--- config.mk ---
export PLATFORM = sky130hd
export DESIGN_NAME = shift_ctrl
export DESIGN_NICKNAME = d
export VERILOG_FILES = /design/src/rtl/shift_ctrl_pkg.sv /design/src/rtl/shift_cnt.sv /design/src/rtl/shift_ctrl.sv
export SDC_FILE = /design/constraint.sdc
export NUM_CORES = 1
export LEC_CHECK = 0
export ABC_AREA = 1
export ABC_CLOCK_PERIOD_IN_PS = 4400
export CAP_MARGIN = 20
export CORE_MARGIN = 4
export CORE_UTILIZATION = 52
export CTS_CLUSTER_SIZE = 24
export DETAILED_ROUTE_END_ITERATION = 6
export PLACE_DENSITY = 0.82
export SYNTH_ARGS = -nofsm -noshare
export SYNTH_HDL_FRONTEND = slang
export SYNTH_SLANG_ARGS = --single-unit
--- constraint.sdc ---
create_clock -name clk -period 4.4 [get_ports clk]
set_input_delay 0.88 -clock clk [delete_from_list [all_inputs] [get_ports clk]]
set_output_delay 0.88 -clock clk [all_outputs]
set_load 0.03 [all_outputs]
--- src/rtl/shift_ctrl_pkg.sv ---
// -----------------------------------------------------------------------------
// shift_ctrl_pkg
// Shared definitions for the universal shift register sequencing controller:
//   - cell select encodings driven on the shared 2-bit select bus
//   - command opcode enum
//   - controller state enum
//   - helper mapping a shift opcode onto its cell select code
// -----------------------------------------------------------------------------
package shift_ctrl_pkg;

    localparam logic [1:0] SEL_HOLD = 2'b00;
    localparam logic [1:0] SEL_LOAD = 2'b01;
    localparam logic [1:0] SEL_SHR  = 2'b10;
    localparam logic [1:0] SEL_SHL  = 2'b11;

    typedef enum logic [1:0] {
        OP_NOP  = 2'b00,
        OP_LOAD = 2'b01,
        OP_SHR  = 2'b10,
        OP_SHL  = 2'b11
    } op_e;

    typedef enum logic [1:0] {
        ST_IDLE  = 2'b00,
        ST_LOAD  = 2'b01,
        ST_SHIFT = 2'b10,
        ST_DONE  = 2'b11
    } state_e;

    // Select code the cells need while a shift of the given direction runs.
    function automatic logic [1:0] shift_sel(input op_e op);
        logic [1:0] code;
        if (op == OP_SHL) begin
            code = SEL_SHL;
        end else begin
            code = SEL_SHR;
        end
        return code;
    endfunction

endpackage

--- src/rtl/shift_cnt.sv ---
// -----------------------------------------------------------------------------
// shift_cnt
// Loadable down-counter holding the remaining shift steps of a command.
// A load value above WIDTH is clamped to WIDTH, since shifting a WIDTH-cell
// register further than its length cannot change the result.
// Ports:
//   clk, rst_n  clock, asynchronous active-low reset (count -> 0)
//   load        capture clamped load_val
//   load_val    requested shift amount
//   dec         decrement by one (saturates at zero)
//   is_one      count equals one: the current step is the last one
// -----------------------------------------------------------------------------
module shift_cnt #(
    parameter int WIDTH = 8,
    parameter int AMT_W = $clog2(WIDTH + 1)
) (
    input  logic             clk,
    input  logic             rst_n,
    input  logic             load,
    input  logic [AMT_W-1:0] load_val,
    input  logic             dec,
    output logic             is_one
);

    localparam logic [AMT_W-1:0] MAX_CNT = AMT_W'(WIDTH);
    localparam logic [AMT_W-1:0] ONE_CNT = AMT_W'(1);

    logic [AMT_W-1:0] count_r;
    logic [AMT_W-1:0] clamp_s;

    // Clamp the requested amount to the register length.
    always_comb begin
        clamp_s = load_val;
        if (load_val > MAX_CNT) begin
            clamp_s = MAX_CNT;
        end else begin
            clamp_s = load_val;
        end
    end

    // Count register: load wins over decrement; never wraps below zero.
    always_ff @(posedge clk or negedge rst_n) begin
        if (!rst_n) begin
            count_r <= {AMT_W{1'b0}};
        end else if (load) begin
            count_r <= clamp_s;
        end else if (dec && (count_r != {AMT_W{1'b0}})) begin
            count_r <= count_r - ONE_CNT;
        end
    end

    assign is_one = (count_r == ONE_CNT);

endmodule

--- src/rtl/shift_ctrl.sv ---
// -----------------------------------------------------------------------------
// shift_ctrl
// Sequencing controller for a WIDTH-bit universal shift register built from
// 1-bit hold/load/shift cells sharing one 2-bit select bus. One command at a
// time is accepted over cmd_valid/cmd_ready; the controller then drives the
// select bus and the end-of-chain serial inputs and pulses done once.
//
// Optional feature macro: SHIFT_CTRL_ROTATE_EN
//   defined   : cmd_rot port exists; a shift with cmd_rot=1 recirculates the
//               bit leaving one end into the other end.
//   undefined : no cmd_rot port; shifts always fill with cmd_fill and
//               msb_q/lsb_q are unused.
//
// Ports:
//   clk, rst_n         clock, asynchronous active-low reset
//   cmd_valid/ready    command handshake (ready only in IDLE)
//   cmd_op             00 NOP, 01 LOAD, 10 shift right, 11 shift left
//   cmd_amt            shift count (clamped to WIDTH)
//   cmd_fill           bit entering the vacated end
//   cmd_rot            rotate request (macro build only)
//   msb_q, lsb_q       end-cell outputs, used for rotation
//   sel                shared cell select (00 hold/01 load/10 right/11 left)
//   sr_in, sl_in       serial inputs of cell WIDTH-1 and cell 0
//   busy, done         command in progress / one-cycle completion pulse
// -----------------------------------------------------------------------------
module shift_ctrl
    import shift_ctrl_pkg::*;
#(
    parameter int WIDTH = 8,
    parameter int AMT_W = $clog2(WIDTH + 1)
) (
    input  logic             clk,
    input  logic             rst_n,
    input  logic             cmd_valid,
    output logic             cmd_ready,
    input  logic [1:0]       cmd_op,
    input  logic [AMT_W-1:0] cmd_amt,
    input  logic             cmd_fill,
`ifdef SHIFT_CTRL_ROTATE_EN
    input  logic             cmd_rot,
`endif
    input  logic             msb_q,
    input  logic             lsb_q,
    output logic [1:0]       sel,
    output logic             sr_in,
    output logic             sl_in,
    output logic             busy,
    output logic             done
);

    state_e     state_r;
    state_e     state_s;
    op_e        op_r;
    op_e        dir_s;
    logic       fill_r;
    logic       accept_s;
    logic       cnt_load_s;
    logic       cnt_dec_s;
    logic       cnt_is_one_s;

    logic [1:0] sel_r;
    logic [1:0] sel_s;
    logic       busy_r;
    logic       busy_s;
    logic       done_r;
    logic       done_s;
    logic       ready_r;
    logic       ready_s;

    assign accept_s   = cmd_valid && ready_r;
    // Only shifts need a step count; NOP/LOAD leave the counter alone.
    assign cnt_load_s = accept_s && cmd_op[1];
    assign cnt_dec_s  = (state_r == ST_SHIFT);

    shift_cnt #(
        .WIDTH (WIDTH),
        .AMT_W (AMT_W)
    ) u_cnt (
        .clk      (clk),
        .rst_n    (rst_n),
        .load     (cnt_load_s),
        .load_val (cmd_amt),
        .dec      (cnt_dec_s),
        .is_one   (cnt_is_one_s)
    );

    // State register.
    always_ff @(posedge clk or negedge rst_n) begin
        if (!rst_n) begin
            state_r <= ST_IDLE;
        end else begin
            state_r <= state_s;
        end
    end

    // Next-state decode.
    always_comb begin
        state_s = state_r;
        case (state_r)
            ST_IDLE: begin
                if (accept_s) begin
                    case (op_e'(cmd_op))
                        OP_NOP:  state_s = ST_DONE;
                        OP_LOAD: state_s = ST_LOAD;
                        default: begin
                            if (cmd_amt == {AMT_W{1'b0}}) begin
                                state_s = ST_DONE;
                            end else begin
                                state_s = ST_SHIFT;
                            end
                        end
                    endcase
                end else begin
                    state_s = ST_IDLE;
                end
            end
            ST_LOAD:  state_s = ST_DONE;
            ST_SHIFT: begin
                if (cnt_is_one_s) begin
                    state_s = ST_DONE;
                end else begin
                    state_s = ST_SHIFT;
                end
            end
            ST_DONE:  state_s = ST_IDLE;
            default:  state_s = ST_IDLE;
        endcase
    end

    // Command field capture on acceptance.
    always_ff @(posedge clk or negedge rst_n) begin
        if (!rst_n) begin
            op_r   <= OP_NOP;
            fill_r <= 1'b0;
        end else if (accept_s) begin
            op_r   <= op_e'(cmd_op);
            fill_r <= cmd_fill;
        end
    end

    // The outputs are registered from the next state, so the direction used
    // on the accepting edge must come from the opcode being captured.
    always_comb begin
        dir_s = op_r;
        if (accept_s) begin
            dir_s = op_e'(cmd_op);
        end else begin
            dir_s = op_r;
        end
    end

    // Output decode for the state about to be entered.
    always_comb begin
        sel_s   = SEL_HOLD;
        busy_s  = 1'b0;
        done_s  = 1'b0;
        ready_s = 1'b0;
        case (state_s)
            ST_IDLE: begin
                ready_s = 1'b1;
            end
            ST_LOAD: begin
                sel_s  = SEL_LOAD;
                busy_s = 1'b1;
            end
            ST_SHIFT: begin
                sel_s  = shift_sel(dir_s);
                busy_s = 1'b1;
            end
            ST_DONE: begin
                busy_s = 1'b1;
                done_s = 1'b1;
            end
            default: begin
                sel_s = SEL_HOLD;
            end
        endcase
    end

    // Output registers; reset drops the select bus to hold immediately.
    always_ff @(posedge clk or negedge rst_n) begin
        if (!rst_n) begin
            sel_r   <= SEL_HOLD;
            busy_r  <= 1'b0;
            done_r  <= 1'b0;
            ready_r <= 1'b1;
        end else begin
            sel_r   <= sel_s;
            busy_r  <= busy_s;
            done_r  <= done_s;
            ready_r <= ready_s;
        end
    end

    assign sel       = sel_r;
    assign busy      = busy_r;
    assign done      = done_r;
    assign cmd_ready = ready_r;

`ifdef SHIFT_CTRL_ROTATE_EN
    logic rot_r;
    logic sr_in_s;
    logic sl_in_s;

    // Rotate request capture on acceptance.
    always_ff @(posedge clk or negedge rst_n) begin
        if (!rst_n) begin
            rot_r <= 1'b0;
        end else if (accept_s) begin
            rot_r <= cmd_rot;
        end
    end

    // During a rotating shift each end is fed from the opposite end cell.
    always_comb begin
        sr_in_s = fill_r;
        sl_in_s = fill_r;
        if (rot_r && (state_r == ST_SHIFT)) begin
            sr_in_s = lsb_q;
            sl_in_s = msb_q;
        end else begin
            sr_in_s = fill_r;
            sl_in_s = fill_r;
        end
    end

    assign sr_in = sr_in_s;
    assign sl_in = sl_in_s;
`else
    logic unused_s;

    assign sr_in    = fill_r;
    assign sl_in    = fill_r;
    assign unused_s = ^{msb_q, lsb_q};
`endif

endmodule

* Word level (Yosys, flattened, before mapping)
Cells that the tools add are included.
** Storage, ports and cells
- Input port bits :: 12
- Word-level logic and storage cells :: 43
- Register bits after elaboration :: 14
** Operators by class
- Reduce and logical (&&, ||, !) cells :: 10
- Equality and inequality tests :: 9
- Mux-type cells :: 14
- $add $sub $neg :: 1
- $lt $le $gt $ge :: 1
** Operators by type and width (number)
- 4-bit two-way mux :: 3
- 2-bit == test, second input constant :: 5
- 2-bit one-hot mux with 2 select lines :: 2
- 2-bit one-hot mux with 4 select lines :: 1
- 2-bit by 1-bit == test with 1-bit output, second input constant :: 3
- 2-bit logical NOT :: 3
- 1-bit two-way mux :: 6
- 4-bit by 1-bit == test with 1-bit output, second input constant :: 1
- 4-bit greater-than comparator, second input constant :: 1
- 4-bit logical NOT :: 1
- 2-bit two-way mux :: 2
- 4-bit nonzero test :: 1
- 4-bit by 1-bit subtractor with 4-bit output, second input constant :: 1
- 1-bit logical AND :: 3
- 3-bit OR reduction :: 1
- 2-bit nonzero test :: 1

* Logic depth before layout (Yosys ltp)
Gate-level depths: netlist (run 1).
- Word-level depth :: 8
- Depth in mapped cells :: 12
- Mapped depth without buffers :: 12

* Cells and area by module
Synthesis (run 1) repeated with hierarchy kept, for this count alone.
** Unflattened totals
- Cells, all modules :: 91
- Area total of the unflattened synthesis :: 830.8 sq um
** By module, submodules not included
- shift_ctrl :: instances 1, sequential area each 251.5 sq um, cells an instance 51, area an instance 548.0 sq um
- shift_cnt :: instances 1, sequential area each 100.1 sq um, cells an instance 40, area an instance 282.8 sq um

* Worst setup path after synthesis (run 1)
Ideal clock, no wire load.
- Path kind :: input to register
- Start :: in cmd_valid
- End :: reg sel_r[0], in the netlist sel[0]
- Setup slack :: 2.549 ns
- Arrival :: 1.780 ns
- Stages on the path :: 9
- Library setup time :: 0.071 ns
- Buffers on the path :: 0
- Cells stage by stage :: nand2_4 -> nor2_8 -> inv_4 -> a31oi_2 -> ha_1 -> nand3_1 -> nor2_1 -> nor2_1 -> nor2_1
** On the way
- Cells in the longest elaborated chain, start to end :: 5
** RTL lines
- start, declared :: RTL line shift_ctrl.sv:34 : input logic cmd_valid,
- 1-bit logical AND * :: RTL line shift_ctrl.sv:70 : assign accept_s = cmd_valid && ready_r;
- 2-bit two-way mux * :: RTL line shift_ctrl.sv:101 : if (accept_s) begin
- 2-bit one-hot mux with 4 select lines * :: RTL line shift_ctrl.sv:99 : case (state_r)
- named net state_s[1] :: RTL line shift_ctrl.sv:52 : state_e state_s;
- 2-bit == test / 2-bit by 1-bit == test with 1-bit output (equally long branches) :: RTL line shift_ctrl.sv:158 : case (state_s)
- 2-bit one-hot mux with 2 select lines * :: RTL line shift_ctrl.sv:158
- named net sel_s[0] :: RTL line shift_ctrl.sv:62 : logic [1:0] sel_s;
- end signal, assigned :: RTL line shift_ctrl.sv:188 : sel_r <= sel_s;
- end, declared :: RTL line shift_ctrl.sv:61 : logic [1:0] sel_r;
Mark *: on every way through the listed nets, which the timed path passes. The rest lies on a longest branch.
A chain may end at the register's enable or synchronous reset.

* Worst setup path in the final report (run 1)
- Start :: reg ready_r, in the netlist cmd_ready
- End :: out cmd_ready
** RTL lines
- start, declared :: RTL line shift_ctrl.sv:67 : logic ready_r;
- start signal, assigned :: RTL line shift_ctrl.sv:191 : ready_r <= ready_s;
- end, declared :: RTL line shift_ctrl.sv:35 : output logic cmd_ready,
No word-level cell between the ends.

==> results of run 1 <==
==> flip-flops by register name, summed over array words and instances (netlist names) <==
| register | count |
|---|---|
| cmd_ready | 1 |
| sel | 2 |
| state_r | 2 |
| op_r | 2 |
| u_cnt.count_r | 4 |
| done | 1 |
| sl_in | 1 |
| busy | 1 |
==> worst min-delay path, delay by kind of cell, from the launching register on <==
kind,cells,cell delay (ns)
DFF,1,0.37
and+or+nand+nor,2,0.12
==> Yosys cell counts, types with 2 or more instances <==
cell and count:
ha_1 10, nand3_2 2, inv_1 16, nand2_1 26, dfrtp_1 13, nand2_4 2
nor2_1 9, nand2_2 3, inv_4 2, inv_2 2, nand3_1 8
==> metrics by stage <==
stage	hold slack (ns)	setup slack (ns)	util	instance area, um2
after floorplan	0.470	2.55	-	853
after global placement	0.488	1.85	0.673	1030
after detailed placement	0.496	1.79	0.673	1030
after CTS	0.519	1.97	0.697	1060
after global routing	0.550	1.94	0.697	1060
final	0.517	1.99	0.697	1060
==> report_power, final <==
| group | total [mW] | internal, mW | switching (mW) |
|---|---|---|---|
| sequential | 0.234 | 0.195 | 0.0390 |
| combinational | 0.457 | 0.181 | 0.276 |
| clock | 0.0921 | 0.0502 | 0.0419 |
| total | 0.783 | 0.427 | 0.357 |
==> final timing paths <==
kind,start,to,slack (ns),cells past startpoint
max reg2reg,cmd_ready,sel[0],2.66,9
min in group asynchronous,rst_n,op_r[0],0.99,1
min,sl_in,sl_in,0.52,2
max,cmd_ready,cmd_ready,1.99,1
min reg2reg,sl_in,sl_in,0.52,2
max in group asynchronous,rst_n,state_r[1],3.01,1
==> layer usage <==
layer	global-route usage	routed length [um]	vias to the layer above	share of wire
met1	0.160	651	306	0.42
met2	0.250	779	14	0.51
met3	0.0460	81	4	0.053
li1	-	-	341	-
met5	0	0	-	0
met4	0.0673	27	0	0.018
==> cell families after synthesis <==
logic type,after synthesis
and+or+nand+nor,53
AOI/OAI and AO/OA,3
DFF,14
adders and majority gates,10
buffers and inverters,21
==> cell type report <==
type	count	area, um2
clock buffers	4	36.3
repair buffers	16	160
inverters	20	80.1
multi-input cells	66	414
fillers	132	462
well taps	16	20.0
flip-flops and latches	14	352
==> impl_metrics.yaml, run 1 <==
clock_network:
  cts_tree: "built"
  cts-root-buf: "clkbuf_4"
  hold_buffers: 0
  postCtsSetupBuffers: 0
  cts_resized: 0
  h-tree-depth: 1
  cts.sinks: 14
  numCtsBuffers: 3
  clockBufferDepth: 2
  cts.clk_slew.worst_paths_ns: 0.09
  clock_latency_ns: 0.27
logic_synthesis:
  synth_area_leaders: "dfrtp_1 (38%), ha_1 (15%), nand2_1 (11%), inv_1 (7.0%), nand3_1 (4.7%)"
  yosys_warnings: 0
  yosys.area_share.simple: 0.312
  yosysUniqueCellTypes: 19
  syn_area_um2: 853
  synth-seq-cells: 14
  synth_compound_area_frac: 0.0264
  synthMuxAreaShare: 0
  syn_nets: 123
  yosys.area.top_type: "dfrtp_1"
  synth_flop_cell: "dfrtp_1"
  syn_area_per_cell_um2: 8.45
  synth_top_family_by_area: "simple AND/OR/NAND/NOR gates"
  yosysTopAreaCellShare: 0.381
  synthArstFlopShare: 1.00
  synth_fa_ha_area_frac: 0.147
  syn_inst: 101
  synth-edff-count: 0
  synthXorXnorAreaFrac: 0
  synth_seq_area_share: 0.412
power_and_ir_drop:
  p_per_area_nw_per_um2: 737
  peakVddDrop_v: 0.000432
  leakage_nw: 0.580
  power_mw: 0.783
setup_path:
  path_buf_inv: 1
  cp-start-kind: "flip-flop"
  cp_max_fo: 3
  cp.required_ns: 3.52
  worst_path_largest_cell_delay_ns: 0.69
  arrival_ns: 1.53
  slowest_stage: "clkdlybuf4s50_1"
  worstSetupEndpointType: "output port"
  cp_top_family: "buffers and inverters"
  path_cells: "clkdlybuf4s50_1"
  critPathKind: "flip-flop to output port"
global_route:
  antenna_found_initial: 0
  grt_pass1_wl_mm: 2.71
  grt_max_degree: 15
  grt_overflow_total: 0
  grt_pass1_vias: 664
  track_usage: 0.145
placed_design:
  place_inst: 132
  gp_congestion: 0.833
  dp_hpwl_mm: 1.26
  port_buffers: 16
floorplan:
  die_w_um: 48.5
  dieArea_um2: 2350
  die_h_um: 48.5
  rows: 14
  initial_core_util: 0.560
  ios: 19
  core_area_um2: 1520
timing:
  setup_viol: 0
  hold_violations: 0
  rsz0062_at_grt: "false"
  finalMaxSlewViolations: 0
  tns_ns: 0
  finalClockSkew_ns: 0.00373
  worst_pin_slew_ns: 0.622
  fmax_mhz: 415
  min_period_over_period: 0.548
  relSlewSlack: 0.584
  fin_crit_ns: 2.41
status:
  status: "complete, no violations"
flow_run:
  cap_viol_max_count: 0
final_layout:
  fin_cells: 136
  final_common_cell: "nand2_1"
  syn_to_final_growth_pct: 24.5
  drive_above_1_share: 0.158
  num_antenna_cells: 0
  mostFrequentLayoutCells: "nand2_1 (26), inv_1 (16), clkdlybuf4s50_1 (16), dfrtp_1 (13), ha_1 (10)"
  fin_nets: 143
drt:
  dr.pass1.iters: 4
  wl_per_cell_um: 11.3
  wl_mm: 1.54
  drc: 0
  routed_via_density: 4.89
  drtAntennaViolNets: 0
  first_iter_violations: 3
  num_vias: 665
worst_hold_path:
  min_path_type: "flip-flop to flip-flop"
No activity file was read; power rests on OpenSTA's default activity.
==> run 2: changes to the inputs <==
--- a/config.mk
+++ b/config.mk
@@ -6,13 +6,13 @@
 export NUM_CORES = 1
 export LEC_CHECK = 0
 export ABC_AREA = 1
-export ABC_CLOCK_PERIOD_IN_PS = 4400
+export ABC_CLOCK_PERIOD_IN_PS = 2000
 export CAP_MARGIN = 20
 export CORE_MARGIN = 4
-export CORE_UTILIZATION = 52
+export CORE_UTILIZATION = 44
 export CTS_CLUSTER_SIZE = 24
 export DETAILED_ROUTE_END_ITERATION = 6
-export PLACE_DENSITY = 0.82
+export PLACE_DENSITY = 0.74
 export SYNTH_ARGS = -nofsm -noshare
 export SYNTH_HDL_FRONTEND = slang
 export SYNTH_SLANG_ARGS = --single-unit
==> constraint.sdc (replaced) <==
create_clock -name clk -period 2 [get_ports clk]
set_input_delay 0.4 -clock clk [delete_from_list [all_inputs] [get_ports clk]]
set_output_delay 0.4 -clock clk [all_outputs]
set_load 0.03 [all_outputs]
==> impl_metrics.yaml, run 2 (synthesis gave the netlist of run 1 again) <==
placed_design:
  place_inst: 148
  dp_hpwl_mm: 1.21
  port_buffers: 16
  gp_congestion: 0.771
  post-place-ws_ns: -0.0299
timing:
  relSlewSlack: 0.568
  hold_violations: 0
  fin_crit_ns: 1.93
  tns_ns: 0
  setup_viol: 0
  worst_pin_slew_ns: 0.647
  fmax_mhz: 519
  finalClockSkew_ns: 0.00753
  hold_ws_ns: 0.505
  finalMaxSlewViolations: 0
  setup_ws_ns: 0.0723
  rsz0062_at_grt: "false"
  min_period_over_period: 0.964
setup_path:
  cp-start-kind: "flip-flop"
  r2r_end: "sel[0]"
  startpoint: "cmd_ready"
  critical_path_depth: 1
  path_buf_inv: 1
  r2r_cells: 9
  endpoint: "cmd_ready"
  slowest_stage: "clkdlybuf4s50_1"
  cp_top_family: "buffers and inverters"
  r2r-start: "state_r[0]"
  worst_path_largest_cell_delay_ns: 0.68
  path_cells: "clkdlybuf4s50_1"
  critPathKind: "flip-flop to output port"
  cp.required_ns: 1.60
  arrival_ns: 1.53
  reg2reg_slack_ns: 0.38
  cp_max_fo: 3
  worstSetupEndpointType: "output port"
drt:
  highest_layer: "met4"
  routed_via_density: 4.43
  wl_per_cell_um: 9.86
  wl_met3_um: 54
  drtAntennaViolNets: 0
  drc: 0
  dr.pass1.iters: 3
  num_vias: 673
  first_iter_violations: 2
  wl_met1_um: 635
  wl_mm: 1.50
  wl_met2_um: 776
floorplan:
  core_area_um2: 1780
  ios: 19
  die_w_um: 52.0
  dieArea_um2: 2710
  rows: 15
  initial_core_util: 0.479
  die_h_um: 52.0
clock_network:
  clockBufferDepth: 2
  postCtsSetupBuffers: 0
  cts-root-buf: "clkbuf_4"
  h-tree-depth: 1
  clock_latency_ns: 0.28
  numCtsBuffers: 3
  cts.clk_slew.worst_paths_ns: 0.09
  cts_resized: 0
  cts_tree: "built"
  hold_buffers: 0
  cts.sinks: 14
power_and_ir_drop:
  p_per_area_nw_per_um2: 1580
  leakage_nw: 0.613
  peakVddDrop_v: 0.000991
global_route:
  grt_max_degree: 15
  track_usage: 0.135
  grt_pass1_vias: 672
  antenna_found_initial: 0
  grt_pass1_wl_mm: 2.66
  grt_overflow_total: 0
final_layout:
  syn_to_final_growth_pct: 32.0
  fin_nets: 150
  mostFrequentLayoutCells: "nand2_1 (26), inv_1 (16), clkdlybuf4s50_1 (16), dfrtp_1 (13), ha_1 (10)"
  fillCellCount: 149
  fin_cells: 152
  num_antenna_cells: 0
  final_common_cell: "nand2_1"
  max_flop_register: "u_cnt.count_r"
  largest_reg_flops: 4
  drive_above_1_share: 0.205
  fin_util: 0.632
flow_run:
  cap_viol_max_count: 0
status:
  status: "complete, no violations"
worst_hold_path:
  min_path_type: "input port to async pin"
-- run 2: cell count changes in the layout (fill, tap and decap cells not counted) --
cell   change
buf_4      +7
-- run 2: metal layers --
layer	global-route usage	vias to the layer above
met5	0	-
met4	0.0655	0
met3	0.0344	5
met2	0.220	11
met1	0.165	303
li1	-	354
-- run 2: worst min path at each step --
stage                      from  slack, ns          endpoint
after floorplan           rst_n       0.10              busy
after global placement    sl_in       0.48             sl_in
after detailed placement  sl_in       0.49             sl_in
after CTS                 rst_n       0.52  u_cnt.count_r[3]
after global routing      rst_n       0.54  u_cnt.count_r[3]
final                     rst_n       0.50  u_cnt.count_r[3]
-- run 2: layout make-up --
cell class | count | area [um2] | share of cell area
clock buffer | 4 | 36.3 | 0.0322
inverter | 20 | 80.1 | 0.0711
multi-input combinational | 66 | 414 | 0.368
sequential | 14 | 352 | 0.312
tap | 25 | 31.3 | 0.0278
timing repair buffer | 23 | 213 | 0.189
-- run 2: through the flow --
| stage | area, um2 | total power, mW |
|---|---|---|
| after floorplan | 853 | 1.26 |
| after global placement | 1090 | 1.57 |
| after detailed placement | 1090 | 1.59 |
| after CTS | 1130 | 1.81 |
| after global routing | 1130 | 1.99 |
| final | 1130 | 1.77 |
-- run 2: power by group --
| group | leakage, nW | switching (mW) | total, mW | internal, mW |
|---|---|---|---|---|
| sequential | 0.171 | 0.0831 | 0.513 | 0.430 |
| combinational | 0.421 | 0.607 | 1.06 | 0.449 |
| clock | 0.0210 | 0.0941 | 0.205 | 0.111 |
| total | 0.613 | 0.784 | 1.77 | 0.990 |
-- run 2: worst register-to-register path: cells and delay by family (launching register included) --
family / cells / cell delay [ns]
adder cells (fa/ha/maj): 2 / 0.46
buffers and inverters: 1 / 0.08
flip-flops: 1 / 0.39
AND/OR/NAND/NOR: 5 / 0.38
AO/OA/AOI/OAI: 1 / 0.25
